$ cat src/rtl/seed_loader.sv
// Serial seed loader for the Game of Life core: shifts in a full board, optionally
// checks a trailing even-parity bit, then bursts one row per cycle into the state file.
// Latency: last bit (or parity bit) -> 2**REGBITS write cycles -> load_done -> idle;
// no backpressure: sin_valid gaps stall the shifter, and busy freezes generation stepping.
//
// Ports: ph1 clock; reset_n sync active-low reset; load_req starts a load from IDLE;
//   sin_valid/sin_data serial cell stream (row 0 first, column 0 / MSB first);
//   busy high outside IDLE; we/waddr/wdata row write port (addr/data zero when we=0);
//   load_done one-cycle pulse after the last row write; load_err sticky parity failure.
// Build option: define SEED_PARITY_EN to expect one trailing even-parity bit after the board.
module seed_loader #(
  parameter int WIDTH   = 8,
  parameter int REGBITS = 3
) (
  input  logic               ph1,
  input  logic               reset_n,
  input  logic               load_req,
  input  logic               sin_valid,
  input  logic               sin_data,
  output logic               busy,
  output logic               we,
  output logic [REGBITS-1:0] waddr,
  output logic [WIDTH-1:0]   wdata,
  output logic               load_done,
  output logic               load_err
);

  localparam int ROWS  = 2**REGBITS;
  localparam int NBITS = WIDTH * ROWS;
  localparam int CNTW  = $clog2(NBITS);
  localparam logic [CNTW-1:0]    LAST_BIT = CNTW'(NBITS - 1);
  localparam logic [REGBITS-1:0] LAST_ROW = REGBITS'(ROWS - 1);

  typedef enum logic [2:0] {IDLE, SHIFT, PARITY, WRITE, DONE} state_t;

  state_t             state_q, state_d;
  logic [CNTW-1:0]    cnt_q, cnt_d;
  logic               shift_en;
  logic [REGBITS-1:0] waddr_d;
  logic [WIDTH-1:0]   wdata_d;
  logic               we_d;

  // The board is one long shift chain threaded through the rows: the first bit
  // received ends up in rows_q[0][WIDTH-1] once all NBITS have arrived.
  logic [WIDTH-1:0]   rows_q  [ROWS];
  logic [WIDTH-1:0]   rows_nx [ROWS];

`ifdef SEED_PARITY_EN
  logic par_q, par_d;
  logic err_q, err_d;
`endif

  // Next-state logic.
  always_comb begin
    state_d  = state_q;
    cnt_d    = cnt_q;
    shift_en = 1'b0;
    waddr_d  = '0;
`ifdef SEED_PARITY_EN
    par_d    = par_q;
    err_d    = err_q;
`endif
    case (state_q)
      IDLE: begin
        if (load_req) begin
          state_d = SHIFT;
          cnt_d   = '0;
`ifdef SEED_PARITY_EN
          par_d   = 1'b0;
          err_d   = 1'b0;
`endif
        end
      end
      SHIFT: begin
        if (sin_valid) begin
          shift_en = 1'b1;
`ifdef SEED_PARITY_EN
          par_d    = par_q ^ sin_data;
`endif
          if (cnt_q == LAST_BIT) begin
`ifdef SEED_PARITY_EN
            state_d = PARITY;
`else
            state_d = WRITE;
`endif
          end else begin
            cnt_d = cnt_q + 1'b1;
          end
        end
      end
`ifdef SEED_PARITY_EN
      PARITY: begin
        if (sin_valid) begin
          if (par_q ^ sin_data) begin
            err_d   = 1'b1;
            state_d = IDLE;
          end else begin
            state_d = WRITE;
          end
        end
      end
`endif
      WRITE: begin
        // waddr doubles as the row counter; entry into WRITE always starts at row 0.
        if (waddr == LAST_ROW) state_d = DONE;
        else                   waddr_d = waddr + 1'b1;
      end
      DONE:    state_d = IDLE;
      default: state_d = IDLE;
    endcase
  end

  // Shifted view of the buffer; the write data is taken from it so that the
  // first row is correct on the same edge that accepts the final board bit.
  always_comb begin
    rows_nx = rows_q;
    if (shift_en) begin
      for (int r = 0; r < ROWS - 1; r++)
        rows_nx[r] = {rows_q[r][WIDTH-2:0], rows_q[r+1][WIDTH-1]};
      rows_nx[ROWS-1] = {rows_q[ROWS-1][WIDTH-2:0], sin_data};
    end
    we_d    = (state_d == WRITE);
    wdata_d = we_d ? rows_nx[waddr_d] : '0;
  end

  always_ff @(posedge ph1) begin
    if (!reset_n) begin
      state_q   <= IDLE;
      cnt_q     <= '0;
      busy      <= 1'b0;
      we        <= 1'b0;
      waddr     <= '0;
      wdata     <= '0;
      load_done <= 1'b0;
`ifdef SEED_PARITY_EN
      par_q     <= 1'b0;
      err_q     <= 1'b0;
`endif
    end else begin
      state_q   <= state_d;
      cnt_q     <= cnt_d;
      busy      <= (state_d != IDLE);
      we        <= we_d;
      waddr     <= waddr_d;
      wdata     <= wdata_d;
      load_done <= (state_d == DONE);
`ifdef SEED_PARITY_EN
      par_q     <= par_d;
      err_q     <= err_d;
`endif
    end
  end

  // Data-only storage; never written out unless a full board has been shifted in.
  always_ff @(posedge ph1) begin
    rows_q <= rows_nx;
  end

`ifdef SEED_PARITY_EN
  assign load_err = err_q;
`else
  assign load_err = 1'b0;
`endif

endmodule
$ cat config.mk
export PLATFORM = sky130hd
export DESIGN_NAME = seed_loader
export DESIGN_NICKNAME = d
export VERILOG_FILES = /design/src/rtl/seed_loader.sv
export SDC_FILE = /design/constraint.sdc
export NUM_CORES = 1
export LEC_CHECK = 0
export CELL_PAD_IN_SITES_DETAIL_PLACEMENT = 1
export CELL_PAD_IN_SITES_GLOBAL_PLACEMENT = 1
export CORE_ASPECT_RATIO = 1.75
export CORE_MARGIN = 2
export CORE_UTILIZATION = 25
export DETAILED_ROUTE_END_ITERATION = 12
export HOLD_SLACK_MARGIN = 0.02
export PLACE_DENSITY_LB_ADDON = 0.2
export SLEW_MARGIN = 20
export SYNTH_ARGS = -nofsm -noshare
export SYNTH_HDL_FRONTEND = slang
export SYNTH_SLANG_ARGS = --single-unit
$ cat constraint.sdc
create_clock -name ph1 -period 4.13 [get_ports ph1]
set_input_delay 0.6195 -clock ph1 [delete_from_list [all_inputs] [get_ports ph1]]
set_output_delay 0.6195 -clock ph1 [all_outputs]
set_load 0.01 [all_outputs]
After elaboration in Yosys (flattened, before gate mapping)
Index checks and enable logic that the tools add are counted.
- flip-flop bits (word level): 87
- output and inout bits: 15
- input bits: 5
- logic and storage cells: 50
- add/subtract/negate cells: 2
- reductions and logical operators: 5
- mux-type cells: 17
- bitwise logic cells: 1
- eq/ne operators: 9
- magnitude comparators: 1
- operators by type and width (operator ; count):
    $mux 64 ; 1
    $bmux 8 s3 ; 1
    $mux 3 ; 6
    $mux 6 ; 3
    $mux 8 ; 2
    $pmux 6 s2 ; 1
    $pmux 3 s3 ; 1
    $add 6x1->6 const B ; 1
    $eq 3x2->1 const B ; 2
    $eq 3x3->1 const B ; 2
    $eq 6x6->1 const B ; 1
    $ne 2x2->1 const B ; 3
    $ge 4x4->1 const B ; 1
    $not 3->4 ; 1
    $reduce_and 4->1 ; 1
    $add 3x1->3 const B ; 1
    $eq 3x1->1 const B ; 1
    $logic_not 3->1 ; 1
    $reduce_bool 3->1 ; 1
    $mux 1 ; 2
    $reduce_and 2->1 ; 1
    $reduce_bool 2->1 ; 1

Logic depth before layout (Yosys ltp)
- word-level depth: 7
- depth in mapped cells: 9
- gate-level depth less buffers: 7

Worst setup path before layout
Ideal clock, no wire load.
- path type: reg-to-reg
- from: register waddr[0]
- to: register wdata[5]
- arrival time: 2.039 ns
- path slack: 2.021 ns
- cell stages (with the launch flop): 10
- data required time: 4.060 ns
- path through: dfxtp_1 ha_1 ha_1 or2_1 clkbuf_1 nor2_1 buf_2 o211ai_1 a41o_1 a21oi_1
- cells in the longest elaborated chain, start to end: 7
- ends and longest elaborated chain (what ; line ; source):
    start, declared ; 22 ; output logic [REGBITS-1:0] waddr,
    start signal, assigned ; 144 ; waddr <= waddr_d;
    $add 3x1->3 / $eq 3x3->1 (equally long branches) ; 106, 105 ;
    $mux 3 ; 105 ; if (waddr == LAST_ROW) state_d = DONE;
    $mux 3 ; 63 ; case (state_q)
    $not 3->4 (not written as such) ; 123 ; wdata_d = we_d ? rows_nx[waddr_d] : '0;
    $bmux 8 s3 ; 123 ;
    $mux 8 (not written as such) (2 in series) ; 123 ;
    end signal, assigned ; 145 ; wdata <= wdata_d;
    end, declared ; 23 ; output logic [WIDTH-1:0] wdata,
Several ways; a longest one is shown, not always the timed one. The select of a mux whose other input is x is not followed.
A chain may end at the register's enable or synchronous reset.

Final worst setup path
- from: input port sin_valid
- to: register wdata[4]
- cells in the longest elaborated chain, start to end: 6
- ends and longest elaborated chain (what ; line ; source):
    start, declared ; 18 ; input logic sin_valid,
    $mux 1 ; 75 ; if (sin_valid) begin
    $mux 1 ; 63 ;
    $mux 64 ; 117 ; if (shift_en) begin
    $bmux 8 s3 ; 123 ;
    $mux 8 (not written as such) (2 in series) ; 123 ;
Several ways; a longest one is shown, not always the timed one. The select of a mux whose other input is x is not followed.

==> results.sh <==
export IMPL_status="complete, no violations"
export IMPL_diodes=0
export IMPL_worst_ep_arrival_time_ps=3020
export IMPL_cts_made_buffers=9
export IMPL_crit_chain="clkdlybuf4s50_1, and4bb_2, buf_4, a21oi_1, o21ai_0, a21oi_1"
export IMPL_yosys_top_cells_area="dfxtp_1, nand2_1, mux2_2"
export IMPL_num_nets_final=477
export IMPL_wl_met1_mm=4.55
export IMPL_crit_buf_inv=2
export IMPL_period_share_pct=68.1
export IMPL_top_layer="met4"
export IMPL_ctsResizeCount=0
export IMPL_syn_area_mm2=0.00376
export IMPL_die_h_um=166
export IMPL_place_gp_congestion=0.761
export IMPL_drv_cap=0
export IMPL_ir_worst_vdd_v=0.000177
export IMPL_ctsHoldBuffers=0
export IMPL_dieArea_mm2=0.0161
export IMPL_synth_top_area_share_pct=46.3
export IMPL_critical_path_class="in -> reg"
export IMPL_avgSynthCellArea_um2=8.13
export IMPL_antenna_found_initial=0
export IMPL_finalHoldViolations=0
export IMPL_yosys_area_top_type="dfxtp_1"
export IMPL_fin_tns_setup_ps=0
export IMPL_slew_violations=0
export IMPL_holdCritPathClass="reg -> reg"
export IMPL_synth_edf_count=0
export IMPL_power_mw=1.83
export IMPL_worstMarginPinSlew_ps=877
export IMPL_row_count=59
export IMPL_pwr_density_cell_mw_per_mm2=419
export IMPL_setup_violations_final=0
export IMPL_drt_wl_total_mm=11.2
export IMPL_vias=3179
export IMPL_slowest_stage="and4bb_2"
export IMPL_power_leakage_nw=1.68
export IMPL_areaGrowthSynthToFinish_pct=16.3
export IMPL_wl_met3_um=251
export IMPL_crit_required_ps=4340
export IMPL_ys_async_sr_fraction_pct=0
export IMPL_core_area_mm2=0.0148
export IMPL_cts_setup_buffers=0
export IMPL_max_slew_margin_rel_pct=41.4
export IMPL_cts_tree="yes"
export IMPL_first_pass_iters=4
export IMPL_yosys_warnings=0
export IMPL_clock_sinks=87
export IMPL_synth_nets=471
export IMPL_viasPerCell=4.84
export IMPL_start_util_pct=25.4
export IMPL_start_kind="input pin"
export IMPL_cp_max_fo=35
export IMPL_portBuffers=18
export IMPL_grt_pass1_wl_mm=18.1
export IMPL_final_cell_count_no_fill=657
export IMPL_syn_inst=463
export IMPL_boundaryPins=20
export IMPL_synth_seq_area_share_pct=46.3
export IMPL_final_cell_mix="nand2_1, dfxtp_1, o21ai_0, a21oi_1, mux2_2"
export IMPL_grt_max_degree=49
export IMPL_clk_path_buf_depth=2
export IMPL_grt_pass1_vias=3325
export IMPL_fin_crit_ps=2810
export IMPL_clk_pin_slew_ps=60
export IMPL_dp_cells=641
export IMPL_max_freq_ghz=0.355
export IMPL_netlist_cell_type_count=42
export IMPL_path_delay_family="buffers and inverters"
export IMPL_drtIter0Drc=138
export IMPL_ant_nets=0
export IMPL_cpMostUsedCell="a21oi_1"
export IMPL_final_common_cell="nand2_1"
export IMPL_track_usage_pct=14.3
export IMPL_ys_ff_latch=87
export IMPL_drive_above_1_share_pct=9.70
export IMPL_wl_met2_mm=6.17
export IMPL_die_w_um=96.8
export IMPL_rsz0062_at_grt="false"
export IMPL_critPathMaxStageDelay_ps=650
export IMPL_end_kind="register"
export IMPL_clock_skew_ps=9.47
export IMPL_holdWs_ps=445
export IMPL_grt_ovfl_total=0
export IMPL_hpwlAfterDp_mm=8.28
export IMPL_ys_flop_type="dfxtp_1"
export IMPL_root_buffer="clkbuf_16"
export IMPL_fill_cells=1768
export IMPL_wl_per_cell_um=17.0
export IMPL_drc=0
export IMPL_clk_latency_ps=340
export IMPL_cts_max_level=3
area by class of cell:
type                    count  area (um^2)  share of cell area, %
clock buffers              13          250                   5.71
inverters                   5         18.8                  0.429
multi-input cells         341         1860                   42.6
flip-flops and latches     87         1740                   39.8
clock inverters             3         42.5                  0.971
well taps                 183          229                   5.23
repair buffers             25          233                   5.31
logic make-up after synthesis:
family                   Yosys count  share of synthesized area, %
buffers and inverters             35                          4.22
other                              1                        0.0996
multiplexers                      24                          7.18
AND/OR/NAND/NOR                  223                          25.5
AO/OA/AOI/OAI                     86                          14.8
adder cells (fa/ha/maj)            3                         0.997
XOR/XNOR                           4                         0.930
flip-flops                        87                          46.3
metrics by stage:
| step | instance area, um^2 | setup slack, ps | utilization [%] |
|---|---|---|---|
| after global placement | 4090 | 969 | 27.5 |
| final | 4380 | 1320 | 29.5 |
| after detailed placement | 4090 | 939 | 27.5 |
| after global routing | 4380 | 1180 | 29.5 |
| after CTS | 4380 | 1290 | 29.5 |
| after floorplan | 3760 | 2020 | - |
cell usage after synthesis, drive strengths merged, types with 8 or more instances:
library cell	n
mux2	24
dfxtp	87
clkbuf	14
nor2	10
nand2	162
a41o	8
o211ai	8
or3	8
a21oi	26
nand3	19
buf	16
o21ai	28
a32o	8
metal layers:
| layer | GRT usage [%] | up-vias |
|---|---|---|
| li1 | - | 1585 |
| met1 | 15.9 | 1548 |
| met2 | 26.5 | 34 |
| met3 | 2.69 | 12 |
| met4 | 5.45 | 0 |
| met5 | 0 | - |
registers in the layout (all words and copies together), names as in the netlist:
register,flops
waddr,3
load_done,1
we,1
wdata,8
state_q,3
rows_q,64
cnt_q,6
busy,1
final timing paths:
check	start	endpoint	slack [ps]	cells after the start
worst max-delay path	sin_valid	wdata[4]$_SDFF_PN0_	1320	6
worst min-delay path	rows_q[63]$_DFF_P_	rows_q[63]$_DFF_P_	450	2
worst max register to register	waddr[0]$_SDFF_PN0_	wdata[6]$_SDFF_PN0_	1320	8
worst min register to register	rows_q[63]$_DFF_P_	rows_q[63]$_DFF_P_	450	2
worst register-to-register path: stages, from the launching register on:
cell and delay (ps):
dfxtp_1 330, ha_1 200, ha_1 240, or2_1 470
nor2_1 670, buf_4 280, nand2_1 100, a32o_1 300
a21oi_1 150
where the power goes:
part | internal, mW | switching [mW] | total, mW
combinational | 0.0415 | 0.0624 | 0.104
clock | 0.486 | 0.336 | 0.822
sequential | 0.879 | 0.0280 | 0.907
total | 1.41 | 0.427 | 1.83
No activity file was read; power rests on OpenSTA's default activity.
